`config.mk`:
```
export PLATFORM = sky130hd
export DESIGN_NAME = imm_gen_pipe_flat
export DESIGN_NICKNAME = d
export VERILOG_FILES = /design/src/rtl/imm_gen_pipe_if.sv /design/src/rtl/imm_gen_pipe.sv /design/src/flat_wrapper.sv
export SDC_FILE = /design/constraint.sdc
export NUM_CORES = 1
export LEC_CHECK = 0
export CAP_MARGIN = 20
export CORE_MARGIN = 3
export CORE_UTILIZATION = 45
export CTS_BUF_LIST = sky130_fd_sc_hd__clkbuf_4
export DETAILED_ROUTE_END_ITERATION = 10
export GPL_TIMING_DRIVEN = 0
export PLACE_DENSITY_LB_ADDON = 0.2
export SYNTH_ARGS = -nofsm -noshare
export SYNTH_HDL_FRONTEND = slang
export SYNTH_SLANG_ARGS = --single-unit
export TNS_END_PERCENT = 20
```
`constraint.sdc`:
```
create_clock -name i_clk -period 1.37 [get_ports i_clk]
set_input_delay 0.274 -clock i_clk [delete_from_list [all_inputs] [get_ports i_clk]]
set_output_delay 0.274 -clock i_clk [all_outputs]
set_load 0.01 [all_outputs]
```
`src/rtl/imm_gen_pipe_if.sv`:
```
// Handshake bundle for imm_gen_pipe: upstream instruction channel plus
// downstream immediate channel. The master side is the environment; the block uses slave.
interface imm_gen_pipe_if #(
  parameter int XLEN  = 32,
  parameter int CNT_W = 8
);
  logic             i_valid;
  logic             o_ready;
  logic [31:0]      i_instruction;
  logic [2:0]       i_sel;
  logic             o_valid;
  logic             i_ready;
  logic [XLEN-1:0]  o_dataout;
  logic [2:0]       o_sel;
  logic             o_illegal;
  logic [CNT_W-1:0] o_illegal_cnt;

  modport master (
    output i_valid, i_instruction, i_sel, i_ready,
    input  o_ready, o_valid, o_dataout, o_sel, o_illegal, o_illegal_cnt
  );

  modport slave (
    input  i_valid, i_instruction, i_sel, i_ready,
    output o_ready, o_valid, o_dataout, o_sel, o_illegal, o_illegal_cnt
  );
endinterface

```
`src/rtl/imm_gen_pipe.sv`:
```
// Pipelined RV32I/RV64I immediate extractor behind a 2-entry skid buffer.
// Define IMM_GEN_ZIMM_EN to enable the CSR zimm format (select 6).
module imm_gen_pipe #(
  parameter int XLEN        = 32,
  parameter int AUTO_DECODE = 0,
  parameter int CNT_W       = 8
) (
  input logic           i_clk,
  input logic           i_rst,
  imm_gen_pipe_if.slave bus
);

`ifdef IMM_GEN_ZIMM_EN
  localparam bit ZIMM_EN = 1'b1;
`else
  localparam bit ZIMM_EN = 1'b0;
`endif

  typedef enum logic [1:0] {EMPTY = 2'd0, ONE = 2'd1, FULL = 2'd2} state_t;

  state_t           state_r, state_s;
  logic             ready_r, valid_r;
  logic [XLEN-1:0]  out_data_r, skid_data_r, imm_s;
  logic [2:0]       out_sel_r, skid_sel_r, fmt_s, req_sel_s, auto_sel_s;
  logic             out_ill_r, skid_ill_r, ill_s, auto_ill_s;
  logic [CNT_W-1:0] cnt_r;
  logic [31:0]      ins_s, raw_s;
  logic             sign_s;
  logic             accept_s, drain_s, load_out_s, load_skid_s, skid_to_out_s;

  assign ins_s    = bus.i_instruction;
  assign accept_s = bus.i_valid && ready_r;
  assign drain_s  = valid_r && bus.i_ready;

  // Opcode auto-decode and choice of the applied format
  always_comb begin
    auto_sel_s = 3'd7;
    auto_ill_s = 1'b0;
    case (ins_s[6:0])
      7'b0010011: auto_sel_s = (ins_s[13:12] == 2'b01) ? 3'd5 : 3'd0;
      7'b0000011, 7'b1100111: auto_sel_s = 3'd0;
      7'b0100011: auto_sel_s = 3'd1;
      7'b1100011: auto_sel_s = 3'd2;
      7'b0110111, 7'b0010111: auto_sel_s = 3'd3;
      7'b1101111: auto_sel_s = 3'd4;
      7'b1110011: auto_sel_s = (ZIMM_EN && ins_s[14]) ? 3'd6 : 3'd0;
      7'b0110011, 7'b0001111: auto_sel_s = 3'd7;
      default: begin
        auto_sel_s = 3'd7;
        auto_ill_s = 1'b1;
      end
    endcase
    if (AUTO_DECODE != 0) begin
      req_sel_s = auto_sel_s;
      ill_s     = auto_ill_s;
    end else begin
      req_sel_s = bus.i_sel;
      ill_s     = 1'b0;
    end
    // Without the zimm feature select 6 collapses onto NONE, including o_sel.
    if (req_sel_s == 3'd6 && !ZIMM_EN) begin
      fmt_s = 3'd7;
    end else begin
      fmt_s = req_sel_s;
    end
  end

  // Immediate assembly: low 32 bits per format, upper bits filled with the sign
  always_comb begin
    raw_s  = 32'd0;
    sign_s = 1'b0;
    case (fmt_s)
      3'd0: begin raw_s = {{20{ins_s[31]}}, ins_s[31:20]}; sign_s = ins_s[31]; end
      3'd1: begin raw_s = {{20{ins_s[31]}}, ins_s[31:25], ins_s[11:7]}; sign_s = ins_s[31]; end
      3'd2: begin
        raw_s  = {{19{ins_s[31]}}, ins_s[31], ins_s[7], ins_s[30:25], ins_s[11:8], 1'b0};
        sign_s = ins_s[31];
      end
      3'd3: begin raw_s = {ins_s[31:12], 12'd0}; sign_s = ins_s[31]; end
      3'd4: begin
        raw_s  = {{11{ins_s[31]}}, ins_s[31], ins_s[19:12], ins_s[20], ins_s[30:21], 1'b0};
        sign_s = ins_s[31];
      end
      3'd5: raw_s = (XLEN == 64) ? {26'd0, ins_s[25:20]} : {27'd0, ins_s[24:20]};
      3'd6: raw_s = {27'd0, ins_s[19:15]};
      default: raw_s = 32'd0;
    endcase
    imm_s       = {XLEN{sign_s}};
    imm_s[31:0] = raw_s;
  end

  // Skid-buffer next state and register load strobes
  always_comb begin
    state_s       = state_r;
    load_out_s    = 1'b0;
    load_skid_s   = 1'b0;
    skid_to_out_s = 1'b0;
    case (state_r)
      EMPTY: begin
        if (accept_s) begin
          state_s    = ONE;
          load_out_s = 1'b1;
        end else begin
          state_s = EMPTY;
        end
      end
      ONE: begin
        if (accept_s && drain_s) begin
          load_out_s = 1'b1;
        end else if (accept_s) begin
          state_s     = FULL;
          load_skid_s = 1'b1;
        end else if (drain_s) begin
          state_s = EMPTY;
        end else begin
          state_s = ONE;
        end
      end
      FULL: begin
        if (drain_s) begin
          state_s       = ONE;
          skid_to_out_s = 1'b1;
        end else begin
          state_s = FULL;
        end
      end
      default: state_s = EMPTY;
    endcase
  end

  // State plus registered ready/valid
  always_ff @(posedge i_clk) begin
    if (i_rst) begin
      state_r <= EMPTY;
      ready_r <= 1'b1;
      valid_r <= 1'b0;
    end else begin
      state_r <= state_s;
      ready_r <= (state_s != FULL);
      valid_r <= (state_s != EMPTY);
    end
  end

  // Output register: fresh entry or promoted skid entry
  always_ff @(posedge i_clk) begin
    if (i_rst) begin
      out_data_r <= '0;
      out_sel_r  <= 3'd7;
      out_ill_r  <= 1'b0;
    end else if (load_out_s) begin
      out_data_r <= imm_s;
      out_sel_r  <= fmt_s;
      out_ill_r  <= ill_s;
    end else if (skid_to_out_s) begin
      out_data_r <= skid_data_r;
      out_sel_r  <= skid_sel_r;
      out_ill_r  <= skid_ill_r;
    end else begin
      out_data_r <= out_data_r;
      out_sel_r  <= out_sel_r;
      out_ill_r  <= out_ill_r;
    end
  end

  // Skid register captures the entry accepted while the output is stalled
  always_ff @(posedge i_clk) begin
    if (i_rst) begin
      skid_data_r <= '0;
      skid_sel_r  <= 3'd7;
      skid_ill_r  <= 1'b0;
    end else if (load_skid_s) begin
      skid_data_r <= imm_s;
      skid_sel_r  <= fmt_s;
      skid_ill_r  <= ill_s;
    end else begin
      skid_data_r <= skid_data_r;
      skid_sel_r  <= skid_sel_r;
      skid_ill_r  <= skid_ill_r;
    end
  end

  // Saturating count of accepted illegal instructions
  always_ff @(posedge i_clk) begin
    if (i_rst) begin
      cnt_r <= '0;
    end else if (accept_s && ill_s && (cnt_r != {CNT_W{1'b1}})) begin
      cnt_r <= cnt_r + CNT_W'(1);
    end else begin
      cnt_r <= cnt_r;
    end
  end

  assign bus.o_ready       = ready_r;
  assign bus.o_valid       = valid_r;
  assign bus.o_dataout     = out_data_r;
  assign bus.o_sel         = out_sel_r;
  assign bus.o_illegal     = out_ill_r;
  assign bus.o_illegal_cnt = cnt_r;

endmodule

```
`src/flat_wrapper.sv`:
```
// flat-port wrapper written by rule: the top's interface ports become plain ports
module imm_gen_pipe_flat 
#(
  parameter int XLEN        = 32,
  parameter int AUTO_DECODE = 0,
  parameter int CNT_W       = 8
)
  (i_clk, i_rst, bus_i_valid, bus_i_instruction, bus_i_sel, bus_i_ready, bus_o_ready, bus_o_valid, bus_o_dataout, bus_o_sel, bus_o_illegal, bus_o_illegal_cnt);
  imm_gen_pipe_if #(.XLEN(XLEN), .CNT_W(CNT_W)) bus_i ();
  input logic i_clk;
  input logic i_rst;
  input wire logic [$bits(bus_i.i_valid)-1:0] bus_i_valid;
  input wire logic [$bits(bus_i.i_instruction)-1:0] bus_i_instruction;
  input wire logic [$bits(bus_i.i_sel)-1:0] bus_i_sel;
  input wire logic [$bits(bus_i.i_ready)-1:0] bus_i_ready;
  output wire logic [$bits(bus_i.o_ready)-1:0] bus_o_ready;
  output wire logic [$bits(bus_i.o_valid)-1:0] bus_o_valid;
  output wire logic [$bits(bus_i.o_dataout)-1:0] bus_o_dataout;
  output wire logic [$bits(bus_i.o_sel)-1:0] bus_o_sel;
  output wire logic [$bits(bus_i.o_illegal)-1:0] bus_o_illegal;
  output wire logic [$bits(bus_i.o_illegal_cnt)-1:0] bus_o_illegal_cnt;
  assign bus_i.i_valid = bus_i_valid;
  assign bus_i.i_instruction = bus_i_instruction;
  assign bus_i.i_sel = bus_i_sel;
  assign bus_i.i_ready = bus_i_ready;
  assign bus_o_ready = bus_i.o_ready;
  assign bus_o_valid = bus_i.o_valid;
  assign bus_o_dataout = bus_i.o_dataout;
  assign bus_o_sel = bus_i.o_sel;
  assign bus_o_illegal = bus_i.o_illegal;
  assign bus_o_illegal_cnt = bus_i.o_illegal_cnt;
  imm_gen_pipe #(.XLEN(XLEN), .AUTO_DECODE(AUTO_DECODE), .CNT_W(CNT_W)) u_core (.i_clk(i_clk), .i_rst(i_rst), .bus(bus_i));
endmodule
```
# After elaboration in Yosys (flattened, before gate mapping)
# Cells that the tools add are included.
# word_totals
inputBits	39
regBits	74
elab_cells	43
# classes
reduce_logical	7
n_eq_ne	10
mux	19
# ops
operator	n
32-bit case mux with 7 select lines	1
32-bit 2-to-1 mux	2
3-bit == test, second input constant	4
3-bit 2-to-1 mux	3
1-bit 2-to-1 mux	8
3-bit by 2-bit == test with 1-bit output, second input constant	2
2-bit 2-to-1 mux	3
2-bit case mux with 3 select lines	1
2-bit nonzero test	2
3-bit by 1-bit == test with 1-bit output, second input constant	1
1-bit logical AND	3
3-bit logical NOT	1
2-bit by 1-bit == test with 1-bit output, second input constant	1
2-bit == test, second input constant	1
2-bit logical NOT	1
2-bit inequality test, second input constant	1
1-bit case mux with 2 select lines	1

# Depth between registers and ports, before layout
# logic_depth
ltp_word	6
depth_mapped	7

# Least setup slack after synthesis
# OpenSTA, ideal clock, no wires.
# synth_timing
path_type	register to register
from	reg u_core.valid_r, in the netlist u_core.bus.o_valid
to	reg u_core.out_data_r[29], in the netlist u_core.bus.o_dataout[29]
n_path_buf	2
path_stages_with_launch	7
t_arrival_ps	1296
slack_ps	-74
t_required_ps	1222
period_less_slack_ps	1444
setup_ps	148
cell_sequence	dfxtp_1 > nand2_1 > and2b_1 > buf_6 > buf_6 > mux2i_1 > a221oi_2
# synth_between
elab_chain_cells	5
word_cells_on_any_way	8
classes_between	5 x mux; 3 x reduce/logical
# synth_rtl
element	line_no	rtl
start, declared	imm_gen_pipe.sv:22	logic ready_r, valid_r;
start signal, assigned	imm_gen_pipe.sv:140	valid_r <= (state_s != EMPTY);
1-bit logical AND (*)	imm_gen_pipe.sv:33	assign drain_s = valid_r && bus.i_ready;
1-bit logical AND	imm_gen_pipe.sv:108	if (accept_s && drain_s) begin
1-bit 2-to-1 mux	imm_gen_pipe.sv:108	
1-bit case mux with 2 select lines	imm_gen_pipe.sv:98	case (state_r)
32-bit 2-to-1 mux or 2-bit nonzero test (tied branches)	--	
end signal, assigned	imm_gen_pipe.sv:151	out_data_r <= imm_s;
end signal, assigned	imm_gen_pipe.sv:155	out_data_r <= skid_data_r;
end signal, assigned	imm_gen_pipe.sv:159	out_data_r <= out_data_r;
end, declared	imm_gen_pipe.sv:23	logic [XLEN-1:0] out_data_r, skid_data_r, imm_s;
# Mark *: on every way between the ends. The rest lies on a longest branch, timed or not.
# A chain may end at the register's enable or synchronous reset.

# Worst setup path after layout
# layout_timing
from	reg u_core.valid_r, in the netlist u_core.bus.o_valid
to	reg u_core.skid_data_r[8]
# layout_between
elab_chain_cells	4
# layout_rtl
element	line_no	rtl
1-bit logical AND	imm_gen_pipe.sv:33	
1-bit logical AND	imm_gen_pipe.sv:108	
1-bit 2-to-1 mux	imm_gen_pipe.sv:108	
1-bit 2-to-1 mux	imm_gen_pipe.sv:98	
end signal, assigned	imm_gen_pipe.sv:172	skid_data_r <= imm_s;
end signal, assigned	imm_gen_pipe.sv:176	skid_data_r <= skid_data_r;
end, declared	imm_gen_pipe.sv:23	
# No other way between the ends.

==> results.sh <==
export IMPL_seq_area_frac_synth_pct=44.2
export IMPL_hold_viol_final=0
export IMPL_yosys_area_share_simple_pct=9.88
export IMPL_die_w_um=92.3
export IMPL_grt_max_degree=14
export IMPL_portBuffers=66
export IMPL_dp_cells=525
export IMPL_peakVddDrop_mv=0.691
export IMPL_grt_pass1_vias=3052
export IMPL_post_route_period_util_pct=115
export IMPL_outcome="complete, but fails checks"
export IMPL_synth_mux_area_share_pct=8.99
export IMPL_fin_skew_ns=0.0130
export IMPL_synth_xor_area_share_pct=0.261
export IMPL_clk_latency_ns=0.44
export IMPL_p_leak_nw=1.89
export IMPL_dr_pass1_iters=5
export IMPL_yosys_area_share_adder_pct=0.336
export IMPL_cts_buffers=9
export IMPL_critPathKind="flop to flop"
export IMPL_ys_ff_latch=74
export IMPL_ant_nets=0
export IMPL_violations="negative setup slack"
export IMPL_rsz0062_at_grt="yes"
export IMPL_coreArea_mm2=0.00702
export IMPL_setup_viol=71
export IMPL_cp_arrival_ns=1.95
export IMPL_layout_drive_gt1_share_pct=34.4
export IMPL_min_period_ns=1.57
export IMPL_grtUsageTotal_pct=24.6
export IMPL_p_comb_share_pct=26.9
export IMPL_die_h_um=92.3
export IMPL_dp_slack_ns=-0.704
export IMPL_multiInputGateArea_mm2=0.00184
export IMPL_syn_to_final_growth_pct=47.0
export IMPL_clock_sinks=74
export IMPL_io_pins=85
export IMPL_std_cell_rows=30
export IMPL_synthArstFlopShare_pct=0
export IMPL_root_buffer="clkbuf_4"
export IMPL_nets=502
export IMPL_dp_hpwl_um=6620
export IMPL_cp_max_fo=6
export IMPL_tightest_slew_ns=0.696
export IMPL_cts_max_level=3
export IMPL_synthFlopType="dfxtp_1"
export IMPL_synth_edf_count=0
export IMPL_clock_path_buffers=2
export IMPL_regArea_mm2=0.00150
export IMPL_synth_cells=355
export IMPL_wl_per_cell_um=18.9
export IMPL_gr_total_overflow=0
export IMPL_p_sw_mw=1.71
export IMPL_cts_tree="built"
export IMPL_relSlewSlack_pct=53.6
export IMPL_p_per_area_mw_per_mm2=1120
export IMPL_finalMaxSlewViolations=0
export IMPL_ys_types=44
export IMPL_grt_pass1_wl_um=16200
export IMPL_setup_slack_ns=-0.204
export IMPL_p_clk_share_pct=28.2
export IMPL_yosys_warnings=0
export IMPL_clock_fmax_mhz=635
export IMPL_die_area_mm2=0.00853
export IMPL_synth_compound_area_share_pct=27.6
export IMPL_drc=0
export IMPL_gp_congestion=0.862
export IMPL_max_cap_viol_count=0
export IMPL_num_vias=3220
export IMPL_worstSetupEndpointType="flop"
export IMPL_setup_tns_ns=-9.92
export IMPL_initial_core_util_pct=47.8
export IMPL_p_seq_share_pct=45.0
export IMPL_fillCellCount=533
export IMPL_dr_first_iter_drc_count=210
export IMPL_min_path_type="input pin to flop"
export IMPL_wirelength_um=10700
export IMPL_synth_top_family_by_area="compound AO/OA/AOI/OAI gates"
export IMPL_power_mw=5.54
export IMPL_antenna_found_initial=0
export IMPL_syn_area_mm2=0.00335
export IMPL_p_int_mw=3.84
export IMPL_clkTransAtPathRegs_ns=0.12
export IMPL_syn_avg_cell_area_um2=9.45
export IMPL_required_ns=1.75
export IMPL_diodes=0
export IMPL_swShare_pct=30.8
export IMPL_via_per_inst=5.71
export IMPL_start_kind="flop"
export IMPL_stdcell_count=564
## power by group through the flow
stage          Sequential, mW  Clock, mW  Combinational, mW
3_3_place_gp             2.51          0               1.14
4_1_cts                  2.46       1.55               1.31
2_1_floorplan            2.54          0              0.629
6_report                 2.49       1.56               1.49
3_5_place_dp             2.51          0               1.16
5_1_grt                  2.51       1.69               1.59
## cell type report
| cell class | count | share of cell area, % |
|---|---|---|
| Multi-Input combinational cell | 244 | 37.4 |
| Clock inverter | 7 | 1.90 |
| Inverter | 3 | 0.228 |
| Clock buffer | 9 | 1.37 |
| Timing Repair Buffer | 91 | 18.4 |
| Tap cell | 96 | 2.44 |
| Sequential cell | 74 | 30.4 |
| Buffer | 40 | 7.79 |
## critical path, cell delays in order, from the launching register on
cell and delay, ns:
dfxtp_4 0.37, buf_12 0.12, a21boi_4 0.27, buf_6 0.15, nand2_4 0.05, buf_6 0.12, nor3_4 0.27, a22o_1 0.18
## timing repair
action / in CTS / in global routing
pin swaps: 20 / 11
gates resized for setup: 124 / 93
hold buffers: 0 / 0
buffers inserted: 18 / 2
gates cloned: 4 / 2
endpoints found under the setup margin: 105 / 102
## stage by stage
stage / hold slack (ns) / instance area (µm²) / utilization (%)
2_1_floorplan: 0.383 / 3390 / -
3_3_place_gp: 0.442 / 4170 / 59.5
3_5_place_dp: 0.454 / 4170 / 59.5
4_1_cts: 0.181 / 4700 / 67.0
5_1_grt: 0.178 / 4930 / 70.2
6_report: 0.191 / 4930 / 70.2
## registers in the layout, summed over array words and instances, names as in the netlist
register              cells
u_core.state_r            2
u_core.bus.o_dataout     32
u_core.skid_sel_r         3
u_core.bus.o_ready        1
u_core.bus.o_sel          3
u_core.skid_data_r       32
u_core.bus.o_valid        1
## metal layers
| layer | share of wire (%) | global-route usage, % |
|---|---|---|
| met1 | 43 | 33.7 |
| met2 | 48 | 37.5 |
| met3 | 7.6 | 6.01 |
| met4 | 2.1 | 8.91 |
| met5 | 0 | 0 |
## cells in the final DEF (no fill, tap or decap), drive strengths merged, types with 9 or more instances in the layout
| cell type | count |
|---|---|
| clkdlybuf4s50 | 28 |
| a221oi | 13 |
| dfxtp | 74 |
| conb | 9 |
| clkdlybuf4s15 | 24 |
| nand2 | 33 |
| o22ai | 14 |
| clkbuf | 24 |
| o21ai | 31 |
| buf | 56 |
| mux2i | 29 |
| a21oi | 50 |
| nor2 | 9 |
## final timing paths
check	slack [ns]	start	cells past startpoint	endpoint
worst max-delay path	-0.20	u_core.bus.o_valid	7	u_core.skid_data_r[8]
worst min-delay path	0.19	bus_i_sel[2]	3	u_core.skid_sel_r[2]
worst max register to register	-0.20	u_core.bus.o_valid	7	u_core.skid_data_r[8]
worst min register to register	0.47	u_core.skid_data_r[31]	2	u_core.skid_data_r[31]
## Yosys cell counts (2+ instances only)
library cell | count | area, µm²
a21oi_1 | 50 | 250
a221oi_1 | 3 | 26.3
a221oi_2 | 10 | 150
a22o_1 | 4 | 35.0
a22oi_1 | 4 | 30.0
and2_1 | 3 | 18.8
and2b_1 | 2 | 15.0
buf_2 | 11 | 55.1
buf_4 | 16 | 120
buf_6 | 4 | 45.0
clkbuf_1 | 9 | 33.8
dfxtp_1 | 74 | 1480
inv_1 | 3 | 11.3
mux2i_1 | 29 | 290
nand2_1 | 33 | 124
nand3_1 | 8 | 40.0
nor2_1 | 8 | 30.0
nor2b_1 | 3 | 18.8
nor3_2 | 2 | 20.0
o211ai_1 | 3 | 22.5
o21a_1 | 2 | 15.0
o21ai_0 | 29 | 145
o21ai_1 | 2 | 10.0
o221ai_1 | 2 | 17.5
o22a_1 | 8 | 70.1
o22ai_1 | 14 | 87.6
o2bb2ai_1 | 2 | 17.5
## cells by family (layout without fill, tap and decap cells)
kind of cell,Yosys count,count (layout)
muxes,30,30
other,1,9
buffers and inverters,45,150
adders and majority gates,1,1
and+or+nand+nor,65,65
DFF,74,74
xor gates and xnor gates,1,1
AOI/OAI and AO/OA,138,138
Power figures use the tool's default switching activity.
